<file path="config.mk">
export PLATFORM = sky130hd
export DESIGN_NAME = e203_dtcm_arbt_sched
export DESIGN_NICKNAME = d
export VERILOG_FILES = /design/src/rtl/e203_dtcm_arbt_sched.sv
export SDC_FILE = /design/constraint.sdc
export NUM_CORES = 1
export LEC_CHECK = 0
export CORE_AREA = 2 2 108 110
export DETAILED_ROUTE_END_ITERATION = 10
export DIE_AREA = 0 0 110 112
export PLACE_DENSITY = 0.7
export SYNTH_ARGS = -nofsm -noshare
export SYNTH_HDL_FRONTEND = slang
export SYNTH_SLANG_ARGS = --single-unit
</file>
<file path="constraint.sdc">
create_clock -name clk -period 2.29 [get_ports clk]
set_clock_uncertainty 0.05 [all_clocks]
set_input_delay 0.229 -clock clk [delete_from_list [all_inputs] [get_ports clk]]
set_output_delay 0.229 -clock clk [all_outputs]
set_load 0.05 [all_outputs]
</file>
<file path="src/rtl/e203_dtcm_arbt_sched.sv">
// e203_dtcm_arbt_sched
//   Shares one DTCM ICB port between the LSU and an external agent.
//   The LSU has fixed priority. A starvation counter forces an ext grant
//   after STARVE_MAX consecutive lost cycles. Responses are routed in order
//   to their originator through a small requester-ID FIFO.
//
// Ports
//   clk, rst_n            clock, asynchronous active-low reset
//   lsu_icb_cmd_*         LSU command (valid/ready/addr/read/wdata/wmask)
//   lsu_icb_rsp_*         LSU response (valid/ready/err/rdata)
//   ext_icb_cmd_*         external-agent command, same fields as the LSU
//   ext_icb_rsp_*         external-agent response, same fields as the LSU
//   o_icb_cmd_*           muxed command towards the SRAM controller
//   o_icb_rsp_*           response coming back from the SRAM controller
//   starve_boost          ext currently holds forced priority
//   arbt_active           any command pending or any transaction outstanding
module e203_dtcm_arbt_sched #(
  parameter int AW         = 16,
  parameter int DW         = 32,
  parameter int MW         = 4,
  parameter int OUTS_NUM   = 2,
  parameter int STARVE_MAX = 4
) (
  input  logic          clk,
  input  logic          rst_n,

  input  logic          lsu_icb_cmd_valid,
  output logic          lsu_icb_cmd_ready,
  input  logic [AW-1:0] lsu_icb_cmd_addr,
  input  logic          lsu_icb_cmd_read,
  input  logic [DW-1:0] lsu_icb_cmd_wdata,
  input  logic [MW-1:0] lsu_icb_cmd_wmask,
  output logic          lsu_icb_rsp_valid,
  input  logic          lsu_icb_rsp_ready,
  output logic          lsu_icb_rsp_err,
  output logic [DW-1:0] lsu_icb_rsp_rdata,

  input  logic          ext_icb_cmd_valid,
  output logic          ext_icb_cmd_ready,
  input  logic [AW-1:0] ext_icb_cmd_addr,
  input  logic          ext_icb_cmd_read,
  input  logic [DW-1:0] ext_icb_cmd_wdata,
  input  logic [MW-1:0] ext_icb_cmd_wmask,
  output logic          ext_icb_rsp_valid,
  input  logic          ext_icb_rsp_ready,
  output logic          ext_icb_rsp_err,
  output logic [DW-1:0] ext_icb_rsp_rdata,

  output logic          o_icb_cmd_valid,
  input  logic          o_icb_cmd_ready,
  output logic [AW-1:0] o_icb_cmd_addr,
  output logic          o_icb_cmd_read,
  output logic [DW-1:0] o_icb_cmd_wdata,
  output logic [MW-1:0] o_icb_cmd_wmask,
  input  logic          o_icb_rsp_valid,
  output logic          o_icb_rsp_ready,
  input  logic          o_icb_rsp_err,
  input  logic [DW-1:0] o_icb_rsp_rdata,

  output logic          starve_boost,
  output logic          arbt_active
);

  localparam int SCW = $clog2(STARVE_MAX + 1);
  localparam int PW  = (OUTS_NUM > 1) ? $clog2(OUTS_NUM) : 1;
  localparam int CW  = $clog2(OUTS_NUM + 1);

  // ID FIFO: 0 = LSU, 1 = ext
  logic          r_fifo [OUTS_NUM];
  logic [PW-1:0] r_wptr;
  logic [PW-1:0] r_rptr;
  logic [CW-1:0] r_cnt;
  logic [SCW-1:0] r_sc;

  logic w_full;
  logic w_empty;
  logic w_head;
  logic w_gnt_ext;
  logic w_gnt_lsu;
  logic w_push;
  logic w_pop;
  logic w_ext_hs;

  assign w_full  = (r_cnt == CW'(OUTS_NUM));
  assign w_empty = (r_cnt == '0);
  assign w_head  = r_fifo[r_rptr];

  assign starve_boost = (r_sc == SCW'(STARVE_MAX));

  // Grant
  assign w_gnt_ext = ext_icb_cmd_valid & (starve_boost | ~lsu_icb_cmd_valid);
  assign w_gnt_lsu = lsu_icb_cmd_valid & ~w_gnt_ext;

  // Full blocks issue even when a pop happens this cycle, so the command
  // ready path never depends on the response handshake.
  assign o_icb_cmd_valid   = (lsu_icb_cmd_valid | ext_icb_cmd_valid) & ~w_full;
  assign o_icb_cmd_addr    = w_gnt_ext ? ext_icb_cmd_addr  : lsu_icb_cmd_addr;
  assign o_icb_cmd_read    = w_gnt_ext ? ext_icb_cmd_read  : lsu_icb_cmd_read;
  assign o_icb_cmd_wdata   = w_gnt_ext ? ext_icb_cmd_wdata : lsu_icb_cmd_wdata;
  assign o_icb_cmd_wmask   = w_gnt_ext ? ext_icb_cmd_wmask : lsu_icb_cmd_wmask;

  assign lsu_icb_cmd_ready = w_gnt_lsu & o_icb_cmd_ready & ~w_full;
  assign ext_icb_cmd_ready = w_gnt_ext & o_icb_cmd_ready & ~w_full;

  assign w_push   = o_icb_cmd_valid & o_icb_cmd_ready;
  assign w_ext_hs = w_push & w_gnt_ext;

  // Response routing by FIFO head; payload fans out to both ports.
  assign lsu_icb_rsp_valid = o_icb_rsp_valid & ~w_empty & ~w_head;
  assign ext_icb_rsp_valid = o_icb_rsp_valid & ~w_empty &  w_head;
  assign o_icb_rsp_ready   = ~w_empty & (w_head ? ext_icb_rsp_ready : lsu_icb_rsp_ready);
  assign lsu_icb_rsp_err   = o_icb_rsp_err;
  assign ext_icb_rsp_err   = o_icb_rsp_err;
  assign lsu_icb_rsp_rdata = o_icb_rsp_rdata;
  assign ext_icb_rsp_rdata = o_icb_rsp_rdata;

  assign w_pop = o_icb_rsp_valid & o_icb_rsp_ready;

  assign arbt_active = lsu_icb_cmd_valid | ext_icb_cmd_valid | ~w_empty;

  function automatic logic [PW-1:0] ptr_inc(input logic [PW-1:0] p);
    return (p == PW'(OUTS_NUM - 1)) ? '0 : p + PW'(1);
  endfunction

  // ID storage needs no reset: entries are only read while counted valid.
  always_ff @(posedge clk) begin
    if (w_push) begin
      r_fifo[r_wptr] <= w_gnt_ext;
    end
  end

  always_ff @(posedge clk or negedge rst_n) begin
    if (!rst_n) begin
      r_wptr <= '0;
      r_rptr <= '0;
      r_cnt  <= '0;
    end else begin
      if (w_push) begin
        r_wptr <= ptr_inc(r_wptr);
      end
      if (w_pop) begin
        r_rptr <= ptr_inc(r_rptr);
      end
      case ({w_push, w_pop})
        2'b10:   r_cnt <= r_cnt + CW'(1);
        2'b01:   r_cnt <= r_cnt - CW'(1);
        default: r_cnt <= r_cnt;
      endcase
    end
  end

  // Starvation counter: counts ext cycles without a handshake, saturating.
  always_ff @(posedge clk or negedge rst_n) begin
    if (!rst_n) begin
      r_sc <= '0;
    end else if (w_ext_hs) begin
      r_sc <= '0;
    end else if (ext_icb_cmd_valid && !starve_boost) begin
      r_sc <= r_sc + SCW'(1);
    end
  end

endmodule
</file>
==> results summary <==
The flow ran to the end, and the final reports show no timing, DRC or antenna violations. The maximum buffer depth of the clock tree is 2. The library cells used most frequently in the layout, excluding fill and tap cells, are clkdlybuf4s50_1, buf_6, mux2_4. The finished layout holds 446 standard cells, fillers aside. The layout-stage area growth over the synthesis result came out at 120%.

The cell at the slowest stage of the critical path is dfrtp_1. In the finished design, the share of the clock period the worst path needs comes to 0.994. The cell sitting at the root of the clock tree is a clkbuf_16. The maximum VDD drop is 0.000459 V. The clock slew seen by the registers of the worst setup and hold paths came out at 0.04 ns. 274 I/O pins were placed. Of the total power, combinational logic draws 0.761. In the final layout, the share of cells above drive strength 1 is 0.465. The clock power share is 0.120.

The number of max-slew violations in the final report is 0. Static timing analysis puts the maximum clock frequency at between 400 and 500 MHz. The max capacitance violation total came out at 0. Entering global routing, the biggest net connects 24 pins. The count of routing violations after the opening detailed-route iteration came out at 66. The number of instances in the synthesized netlist came out at 180.

The worst setup path is captured at an output port. The TritonCTS buffer count came out at 3. The net switching power is about 0.0012 W.

The number of cell rows came out at 39. Of the total power, the share spent switching nets is 0.456. The number of I/O port buffers is 174. The kind of cell with the highest combined delay along the critical path is buffers and inverters. The critical path contains buffers and inverters numbering 4 combined. The post-synthesis sequential element count came out at 9.

The worst setup path is of the register to output port kind. The data arrival time of the critical path came out at 2.00 ns. The die boundary height came out at 112 um. The DRC violation count after routing is 0. The final net count is 454. The effective utilization at floorplan is 0.150. The post-layout minimum cycle time came out at 2.28 ns. Of the synthesized area, sequential elements account for 0.140. The mean instance size in the synthesized netlist came out at 9.31 sq um.

Setup violations remaining at the end of the flow were counted as 0. The static power due to leakage came out at around 1.6 nW. The data required time of the critical path came out at around 2 ns.

The internal power consumption is 0.00140 W. TritonCTS built the clock tree. The startpoint kind of the worst setup timing path is a register. The layout has around 1100 filler cells. The critical path goes through inv_2 > ha_4 > nand2_4 > a21oi_4 > buf_12 > buf_16 > mux2_2 > buf_6. On the worst path, the slowest cell contributes a delay of between 0.3 and 0.4 ns.

The via count of the routed design is 1719. The region available for standard cell placement spans 0.0112 sq mm. The detailed-router iteration count before antenna repair is 4. The post-synthesis net count is 330. The aggregate routed wire length is 8.09 mm.

Including well taps, the total number of placed cells is 428. In the global route stage, overall resource usage came out at 0.115. The per-cell via count in the routed design came out at around 3.9. The floorplan die area is 0.0123 sq mm.

The first global-routing pass estimated 10.5 mm of wire. The sequential fraction of design power came out at 0.119. The final hold violation count is 0. At the pin with the least slew margin, the transition time is 0.494 ns. The power density over the cells is 698 mW/mm^2.

The final weighted congestion of routability-driven global placement came out at 0.993. 0 antenna diodes ended up in the layout. The min-delay analysis places its worst path in the category input port to asynchronous set/reset pin. The floorplan step set the die width to 110 um. The highest net fanout along the worst path came out at 12. Leaving out fill and tap cells, the most frequent cell in the layout is clkdlybuf4s50_1. The remaining max-slew budget at the tightest pin came out at 0.670.

Setup repair after global routing could not meet its margin everywhere. The number of sinks on the clock net is 9. The placed wire-length estimate after detailed placement came out at approximately 6 mm. The residual antenna-violating net count after detailed routing came out at 0. The initial antenna violation count is 0. The global-route congestion overflow total came out at 0. The later pin in the worst-skew pair is clocked with a latency of around 0.23 ns. After synthesis the cells add up to 0.00168 sq mm.

The number of global-route vias before repair was approximately 1700. The H-tree depth is 1. Synthesis instantiated 26 different standard cells from the library. The post-detailed-route wirelength per cell came out at 18.1 um. The total chip power came out at 0.00257 W. The number of warnings issued by yosys came out at 0.
[synth_stat cells]
library cell   n  area share
dfrtp_1        7        0.10
and3_1         2      0.0075
xnor2_1        3       0.016
o211ai_1       1      0.0045
a21oi_1        3      0.0090
nor2_1         7       0.016
mux2_2        11       0.074
nand2_2        1      0.0037
nand2b_1       1      0.0037
ha_1           3       0.022
mux2_1        42        0.28
nand3b_1       2      0.0090
nor2_2         1      0.0037
buf_6          5       0.034
o21ai_0        5       0.015
nand3_1        1      0.0030
a21oi_2        1      0.0052
mux2i_1        2       0.012
inv_1          5       0.011
o21a_1         1      0.0045
xor2_1         2       0.010
edfxtp_1       2       0.036
inv_2          1      0.0022
buf_4         67        0.30
nand2_1        3      0.0067
nor3b_1        1      0.0045
[flip-flops by register name, indices dropped and copies added (netlist names)]
signal	count
r_wptr	1
r_cnt	2
r_fifo	2
r_sc	3
r_rptr	1
[logic make-up after synthesis]
| logic type | count (synthesis) | synth area share |
|---|---|---|
| buffers and inverters | 78 | 0.347 |
| muxes | 55 | 0.368 |
| and+or+nand+nor | 19 | 0.0575 |
| AOI/OAI and AO/OA | 11 | 0.0381 |
| DFF | 9 | 0.140 |
| xor gates and xnor gates | 5 | 0.0261 |
| adders and majority gates | 3 | 0.0224 |
[area by class of cell]
| class | instances | area [sq um] | share of cell area |
|---|---|---|---|
| repair buffers | 191 | 2140 | 0.581 |
| multi-input cells | 93 | 1030 | 0.280 |
| flip-flops and latches | 9 | 235 | 0.0638 |
| well taps | 143 | 179 | 0.0485 |
| clock buffers | 4 | 78.8 | 0.0214 |
| inverters | 6 | 22.5 | 0.00611 |
[worst reg2reg max path: cells and delay by family, from the launching register on]
family                   cells  cell delay, ns
multiplexers                 2            0.67
flip-flops                   1            0.37
adder cells (fa/ha/maj)      1            0.34
AND/OR/NAND/NOR              2            0.24
XOR/XNOR                     1            0.15
[per-stage QoR]
stage	utilization	setup TNS, ns	hold slack (ns)	instance area (sq um)	setup slack [ns]
after floorplan	-	0	-0.117	1680	0.288
after global routing	0.330	-0.958	0.239	3690	-0.0490
after global placement	0.265	0	0.409	2960	0.130
after detailed placement	0.265	0	0.409	2960	0.124
after CTS	0.304	-1.14	0.221	3400	-0.0661
final	0.330	0	0.214	3690	0.0141
[metal layers]
layer / share of wire / wire length (um) / vias up / track usage
met4: 0.0095 / 77 / 0 / 0.0270
met3: 0.11 / 872 / 14 / 0.0398
met5: 0 / 0 / - / 0
li1: - / - / 790 / -
met2: 0.46 / 3760 / 108 / 0.178
met1: 0.42 / 3380 / 807 / 0.154
[path summary, 6_finish.rpt]
kind / to / cells after the start / slack (ns) / start
setup / recovery: o_icb_cmd_addr[5] / 8 / 0.01 / r_sc[1]
hold / removal: r_sc[2] / 1 / 0.21 / rst_n
setup reg to reg: r_cnt[1] / 6 / 0.40 / r_rptr
hold reg to reg: r_rptr / 1 / 0.44 / r_rptr
max in group asynchronous: r_sc[1] / 1 / 1.73 / rst_n
min in group clk: ext_icb_rsp_rdata[2] / 0 / 0.41 / o_icb_rsp_rdata[2]
[what timing repair did]
action / CTS / global route
buffers inserted: 7 / 1
resized for setup: 48 / 75
cloned: 4 / 2
setup endpoints to repair: 53 / 54
hold buffers: 0 / 0
pin swaps: 3 / 1
[power by group through the flow]
stage	clock [W]	combinational [W]	sequential, W
floorplan	0	0.00130	0.000288
detailed placement	0	0.00153	0.000304
CTS	0.000313	0.00177	0.000304
finish	0.000308	0.00196	0.000307
global route	0.000326	0.00205	0.000318
global placement	0	0.00151	0.000298
(Power assumes the default switching activity.)
